[src/rtl/memorybank_pkg.sv]
// Shared constants and types for the memory bank node.
// Optional feature macro: MEMBANK_VALID_EN (per-entry written-since-reset flag).
package memorybank_pkg;

   localparam int WORD_WIDTH  = 16;
   localparam int MEM_DEPTH   = 64;
   localparam int INDEX_WIDTH = 6;

   typedef logic [WORD_WIDTH-1:0] word_t;

endpackage : memorybank_pkg

[src/rtl/memorybank_word.sv]
// One storage entry of the memory bank: a WORD_WIDTH register with
// synchronous reset and write enable.
// Optional feature macro: MEMBANK_VALID_EN adds a sticky valid flag that is
// set by any write and cleared by reset.
module memorybank_word
   import memorybank_pkg::*;
#(
   parameter int WORD_WIDTH = memorybank_pkg::WORD_WIDTH
) (
   input  logic                  clk,
   input  logic                  rst,
   input  logic                  wr_en,
   input  logic [WORD_WIDTH-1:0] data_in,
   output logic [WORD_WIDTH-1:0] data_out
`ifdef MEMBANK_VALID_EN
   ,
   output logic                  valid
`endif
);

   logic [WORD_WIDTH-1:0] word_q;

   // Entry register: reset wins over a same-cycle write, otherwise load on wr_en.
   always_ff @(posedge clk) begin
      if (rst) begin
         word_q <= '0;
      end else if (wr_en) begin
         word_q <= data_in;
      end
   end

   assign data_out = word_q;

`ifdef MEMBANK_VALID_EN
   logic valid_q;

   // Valid flag: cleared by reset, set once the entry has been written.
   always_ff @(posedge clk) begin
      if (rst) begin
         valid_q <= 1'b0;
      end else if (wr_en) begin
         valid_q <= 1'b1;
      end
   end

   assign valid = valid_q;
`else
   // Without the valid feature an entry carries only its data word.
`endif

endmodule : memorybank_word

[src/rtl/memorybank_node.sv]
// Flip-flop based memory bank: MEM_DEPTH words, one shared index for the
// synchronous write port and the combinational read port.
// Reads show the registered contents only (no write-through), so a write to
// the addressed entry becomes visible after the clock edge.
// Optional feature macro: MEMBANK_VALID_EN adds the data_valid output, a
// combinational read of the per-entry written-since-reset flag.
module memorybank_node
   import memorybank_pkg::*;
#(
   parameter int WORD_WIDTH  = memorybank_pkg::WORD_WIDTH,
   parameter int MEM_DEPTH   = memorybank_pkg::MEM_DEPTH,
   parameter int INDEX_WIDTH = memorybank_pkg::INDEX_WIDTH
) (
   input  logic                   clk,
   input  logic                   rst,
   input  logic                   wr_en,
   input  logic [INDEX_WIDTH-1:0] index,
   input  logic [WORD_WIDTH-1:0]  data_in,
   output logic [WORD_WIDTH-1:0]  data_out
`ifdef MEMBANK_VALID_EN
   ,
   output logic                   data_valid
`endif
);

   logic [WORD_WIDTH-1:0] entry_data [MEM_DEPTH];
   logic [MEM_DEPTH-1:0]  entry_sel;

`ifdef MEMBANK_VALID_EN
   logic [MEM_DEPTH-1:0]  entry_valid;
`endif

   // Entry array: each word is enabled only when the shared index decodes to it.
   // Indices at or beyond MEM_DEPTH decode to no entry, so such writes are dropped.
   for (genvar i = 0; i < MEM_DEPTH; i++) begin : g_entry
      assign entry_sel[i] = (index == INDEX_WIDTH'(i));

      memorybank_word #(
         .WORD_WIDTH (WORD_WIDTH)
      ) u_word (
         .clk      (clk),
         .rst      (rst),
         .wr_en    (wr_en && entry_sel[i]),
         .data_in  (data_in),
         .data_out (entry_data[i])
`ifdef MEMBANK_VALID_EN
         ,
         .valid    (entry_valid[i])
`endif
      );
   end

   // Read mux: one-hot select of the addressed entry; an unmatched index reads 0.
   always_comb begin
      data_out = '0;
      for (int i = 0; i < MEM_DEPTH; i++) begin
         if (entry_sel[i]) begin
            data_out = entry_data[i];
         end
      end
   end

`ifdef MEMBANK_VALID_EN
   // Valid read: same selection as the data path, unmatched index reads not-valid.
   always_comb begin
      data_valid = 1'b0;
      for (int i = 0; i < MEM_DEPTH; i++) begin
         if (entry_sel[i]) begin
            data_valid = entry_valid[i];
         end
      end
   end
`else
   // Without the valid feature only the data word is read out.
`endif

endmodule : memorybank_node

[config.mk]
export PLATFORM = sky130hd
export DESIGN_NAME = memorybank_node
export DESIGN_NICKNAME = d
export VERILOG_FILES = /design/src/rtl/memorybank_pkg.sv /design/src/rtl/memorybank_word.sv /design/src/rtl/memorybank_node.sv
export SDC_FILE = /design/constraint.sdc
export NUM_CORES = 2
export LEC_CHECK = 0
export ABC_AREA = 1
export CORE_MARGIN = 4
export CORE_UTILIZATION = 60
export DETAILED_ROUTE_END_ITERATION = 12
export GPL_ROUTABILITY_DRIVEN = 0
export PLACE_DENSITY_LB_ADDON = 0.3
export SLEW_MARGIN = 0
export SYNTH_ARGS = -nofsm -noshare
export SYNTH_HDL_FRONTEND = slang
export SYNTH_SLANG_ARGS = --single-unit
[constraint.sdc]
create_clock -name clk -period 5.7 [get_ports clk]
set_input_delay 0.855 -clock clk [delete_from_list [all_inputs] [get_ports clk]]
set_output_delay 0.855 -clock clk [all_outputs]
set_load 0.01 [all_outputs]
; ---- After elaboration in Yosys (flattened, before gate mapping)
; Index checks and enable logic that the tools add are counted.
[classes]
n_eq_ne = 63
n_mux = 64
reduce_logical = 65
[ops]
columns = cell, count
row1 = $mux 16, 64
row2 = $eq 6x6->1 const B, 32
row3 = $eq 6x5->1 const B, 16
row4 = $logic_and 1x1->1, 64
row5 = $eq 6x4->1 const B, 8
row6 = $eq 6x3->1 const B, 4
row7 = $eq 6x2->1 const B, 2
row8 = $eq 6x1->1 const B, 1
row9 = $logic_not 6->1, 1
[word_totals]
reg_bits = 1024
input_bits = 25
out_inout_bits = 16

; ---- Logic depth before layout (Yosys ltp)
[logic_depth]
ltp_word = 65
depth_mapped = 42

; ---- Hierarchy
; Synthesis repeated with hierarchy kept, for this count alone.
[unflattened]
hier_cells = 8540
hier_area_um2 = 52454.1
[by_module_without_submodules]
columns = module, instances, cells_each, area_each_um2, seq_area_each_um2
row1 = memorybank_word, 64, 101, 670.6, 320.3
row2 = memorybank_node, 1, 2076, 9532.9, 0.0

; ---- Worst setup path before layout
; Ideal clock, no wire load.
[synth_path]
path_type = input to output
start = input port index[5]
end = output port data_out[4]
t_arrival_ns = 3.798
required_ns = 4.845
path_slack_ns = 1.047
stages = 32
path_buffers = 2
cell_sequence = nor2_4 > inv_4 > buf_6 > nor2_2 > clkbuf_1 > nand2_1 > nand2_1 > nand4_1 > nand2_1 > nand4_1 > nor2_1 > nand4_1 > nor2_1 > nand4_1 > nand2_1 > nand3_1 > nand2_1 > nand4_1 > nor2_1 > nand4_1 > nor2_1 > nand4_1 > nor2_1 > nand4_1 > nor2_1 > nand4_1 > nor2_1 > nand4_1 > nor2_1 > nand4_1 > nor2_1 > nand4_1
[synth_between]
elab_chain_cells = 65
elab_cells_between_ends = 128
cone_classes = eq/ne (63) / mux (64) / reduce/logical (1)
[synth_lines]
columns = item, line
row1 = from (decl), memorybank_node.sv:17  ; input logic [INDEX_WIDTH-1:0] index,
row2 = $logic_not 6->1, memorybank_node.sv:36  ; assign entry_sel[i] = (index == INDEX_WIDTH'(i));
row3 = $mux 16 (63 in series), memorybank_node.sv:57  ; if (entry_sel[i]) begin
row4 = $mux 16 *, memorybank_node.sv:57
row5 = to (decl), memorybank_node.sv:19  ; output logic [WORD_WIDTH-1:0] data_out
; Mark *: on every way between the ends. The rest lies on a longest branch, timed or not.

; ---- Final worst setup path
[layout_path]
start = input port index[0]
end = output port data_out[6]
; Same word-level chain as after synthesis.

==> out/metrics.cfg <==
[finish]
area_growth_pct=15.12
fin_cells=7460
diodes=0
nNetsFinal=6446
fillers=5864
final_layout_size_suffix_gt1_share_pct=12.61
largest_reg_flops=1024
post-route-util_pct=69.77

[clock_tree]
clk_pin_slew_worst_paths_ps=60
clockRootBuffer=clkbuf_16
cts-buffers-inserted=104
htree_levels=3
clockBufferDepth=3
clock_latency_ps=680
hold_buffers=0
cts_tree=built
cts_sinks=1024

[drt]
vias_per_cell=6.030
wl_per_cell_um=19.79
drt-pass1-iter-count=7
ant_nets=0
routed_wl_um=147700
drtIter0Drc=5429
drc=0
vias=44990

[synthesis]
synthAdderAreaFrac_pct=0
yosysMostFrequentCell=nand2_1
ys_warn_count=0
synth_top_area_share_pct=46.36
yosysUniqueCellTypes=25
synth_mux_area_share_pct=0
synth_edf_count=0
synth_simple_gate_area_share_pct=31.96
synth-main-ff-cell=dfxtp_1
synthTopCellsByArea=dfxtp_1 46%, nand2_1 19%, a21oi_1 11%
synthXorXnorAreaFrac_pct=0
synth_compound_area_share_pct=14.42
seq_area_frac_synth_pct=46.36
async_flop_share_pct=0
synth_commonest_cells=2,187 x nand2_1, 1,024 x dfxtp_1, 931 x a21oi_1, 536 x nor2_1, 444 x clkbuf_1
synth_top_family_by_area=simple AND/OR/NAND/NOR gates
synth_top_cell_by_area=dfxtp_1
synthCells=6462
mappedNetlistArea_mm2=0.04422
ys_ff_latch=1024
post_synth.cell_area_avg_um2=6.843
syn-num-nets=6487

[run_status]
status=finished, violations left
violations=setup timing

[sta]
fin_worst_hold_slack_ps=454.6
max_freq_mhz=144.7
tightest_slew_ps=1169
fin_setup_tns_ps=-14100
clock_skew_ps=0
min_period_ps=6911
fin_crit_sh_pct=121.2
final_hold_viol_count=0
rsz0062_at_grt=yes
drv_slew=0
final-setup-viol-count=16
relSlewSlack_pct=22.04
setup_slack_ps=-1211

[worst_setup_path]
worstPathArrival_ps=6060
cp.required_ps=4850
crit_top_cell=nand4_1
critPathLaunchType=input pin
path_class=in -> out
end_kind=primary output
crit_family=simple AND/OR/NAND/NOR gates
cp_max_fo=14
slowest_stage=nand4_1
path_buf_inv=5
slowest_delay_ps=200

[power_and_ir_drop]
power.total_mw=15.20
powerDensity_mw_per_mm2=298.7
ir_drop_uv=379.1
p_leak_nw=17.32

[floorplan]
io_pins=41
start_util_pct=60.61
dieArea_mm2=0.07810
core_mm2=0.07296
placementRows=99
die_x_um=279.5
die_y_um=279.5

[min_path]
hold_class=reg -> reg

[grt]
grt_usage_pct=35.84
antenna_found_initial=0
grt_pass1_wl_um=226800
grt_start_max_net_pins=171
overflow=0
grt_pass1_vias=41340

[placement]
dp.cells=7238
dpl.hpwl_um=88170
io_buffers=40

[job]
cap_violations=0

-- metal layers --
metal / track usage [%] / vias up / wire, um
li1: - / 20860 / -
met4: 19.75 / 0 / 9339
met2: 56.94 / 2553 / 66470
met3: 7.242 / 593 / 15750
met5: 0 / - / 0
met1: 46.05 / 20980 / 56090
-- cell usage in the layout, fill, tap and decap left out, types with 2 or more instances in the layout --
master	netlist	routed
a211oi_1	202	202
a21oi_1	931	922
a21oi_2	0	8
buf_12	0	23
buf_2	6	8
buf_4	0	276
buf_6	2	40
buf_8	0	6
bufinv_16	0	12
clkbuf_1	444	15
clkbuf_16	0	106
clkbuf_8	0	24
clkinv_1	19	18
clkinv_2	0	21
clkinvlp_4	0	5
dfxtp_1	1024	1024
inv_1	318	314
inv_2	10	10
inv_4	1	4
inv_6	0	3
nand2_1	2187	2121
nand2_2	0	59
nand2_4	1	7
nand3_1	382	351
nand3_2	1	31
nand4_1	209	209
nor2_1	536	459
nor2_2	3	73
nor2_4	6	13
nor3_1	3	3
o21ai_0	40	36
o21ai_2	0	2
or2_0	4	2
or2_1	3	4
or2_2	81	75
or2_4	0	7
-- cell type report --
type	count	area, um2	area share, %
Sequential cell	1024	20500	40.27
Multi-Input combinational cell	4590	21190	41.62
Timing Repair Buffer	353	3113	6.116
Clock inverter	41	540.5	1.062
Tap cell	959	1200	2.357
Clock buffer	145	3039	5.971
Inverter	348	1323	2.598
-- power by group --
group / total (mW) / internal (mW) / switching (mW) / leakage [nW]
Sequential: 7.21 / 7.19 / 0.0162 / 8.25
Clock: 7.18 / 4.25 / 2.93 / 1.77
Combinational: 0.816 / 0.180 / 0.636 / 7.30
-- stage by stage --
stage	cell area, um2	setup slack (ps)
floorplan	44220	1047
global placement	46240	-1815
detailed placement	46240	-1882
CTS	50590	-1229
global route	50900	-1352
finish	50900	-1211
-- tightest hold or removal path: stages, from the launching register on --
cell	delay (ps)
dfxtp_1	300
nand2_1	60
a21oi_1	50
-- repair_timing --
item | 4_1_cts | 5_1_grt
endpoints found under the setup margin | 16 | 16
gates resized for setup | 244 | 80
setup buffers | 28 | 9
pin swaps | 115 | 123
-- worst paths after layout --
| path | startpoint | endpoint | slack, ps | depth (start not counted) |
|---|---|---|---|---|
| worst max register to register | g_entry[2].u_word.data_out[3]$_SDFFE_PP0P_ | g_entry[2].u_word.data_out[3]$_SDFFE_PP0P_ | 4870 | 3 |
| worst min register to register | g_entry[20].u_word.data_out[0]$_SDFFE_PP0P_ | g_entry[20].u_word.data_out[0]$_SDFFE_PP0P_ | 450 | 2 |
| worst max-delay path | index[0] | data_out[6] | -1210 | 40 |
| worst min-delay path | g_entry[20].u_word.data_out[0]$_SDFFE_PP0P_ | g_entry[20].u_word.data_out[0]$_SDFFE_PP0P_ | 450 | 2 |
-- kinds of logic (layout without fill, tap and decap cells) --
group / after synthesis / in the layout
AO/OA/AOI/OAI: 1173 / 1173
buffers and inverters: 848 / 887
flip-flops: 1024 / 1024
AND/OR/NAND/NOR: 3417 / 3417
Note: power is estimated with default switching activity, not from simulation.
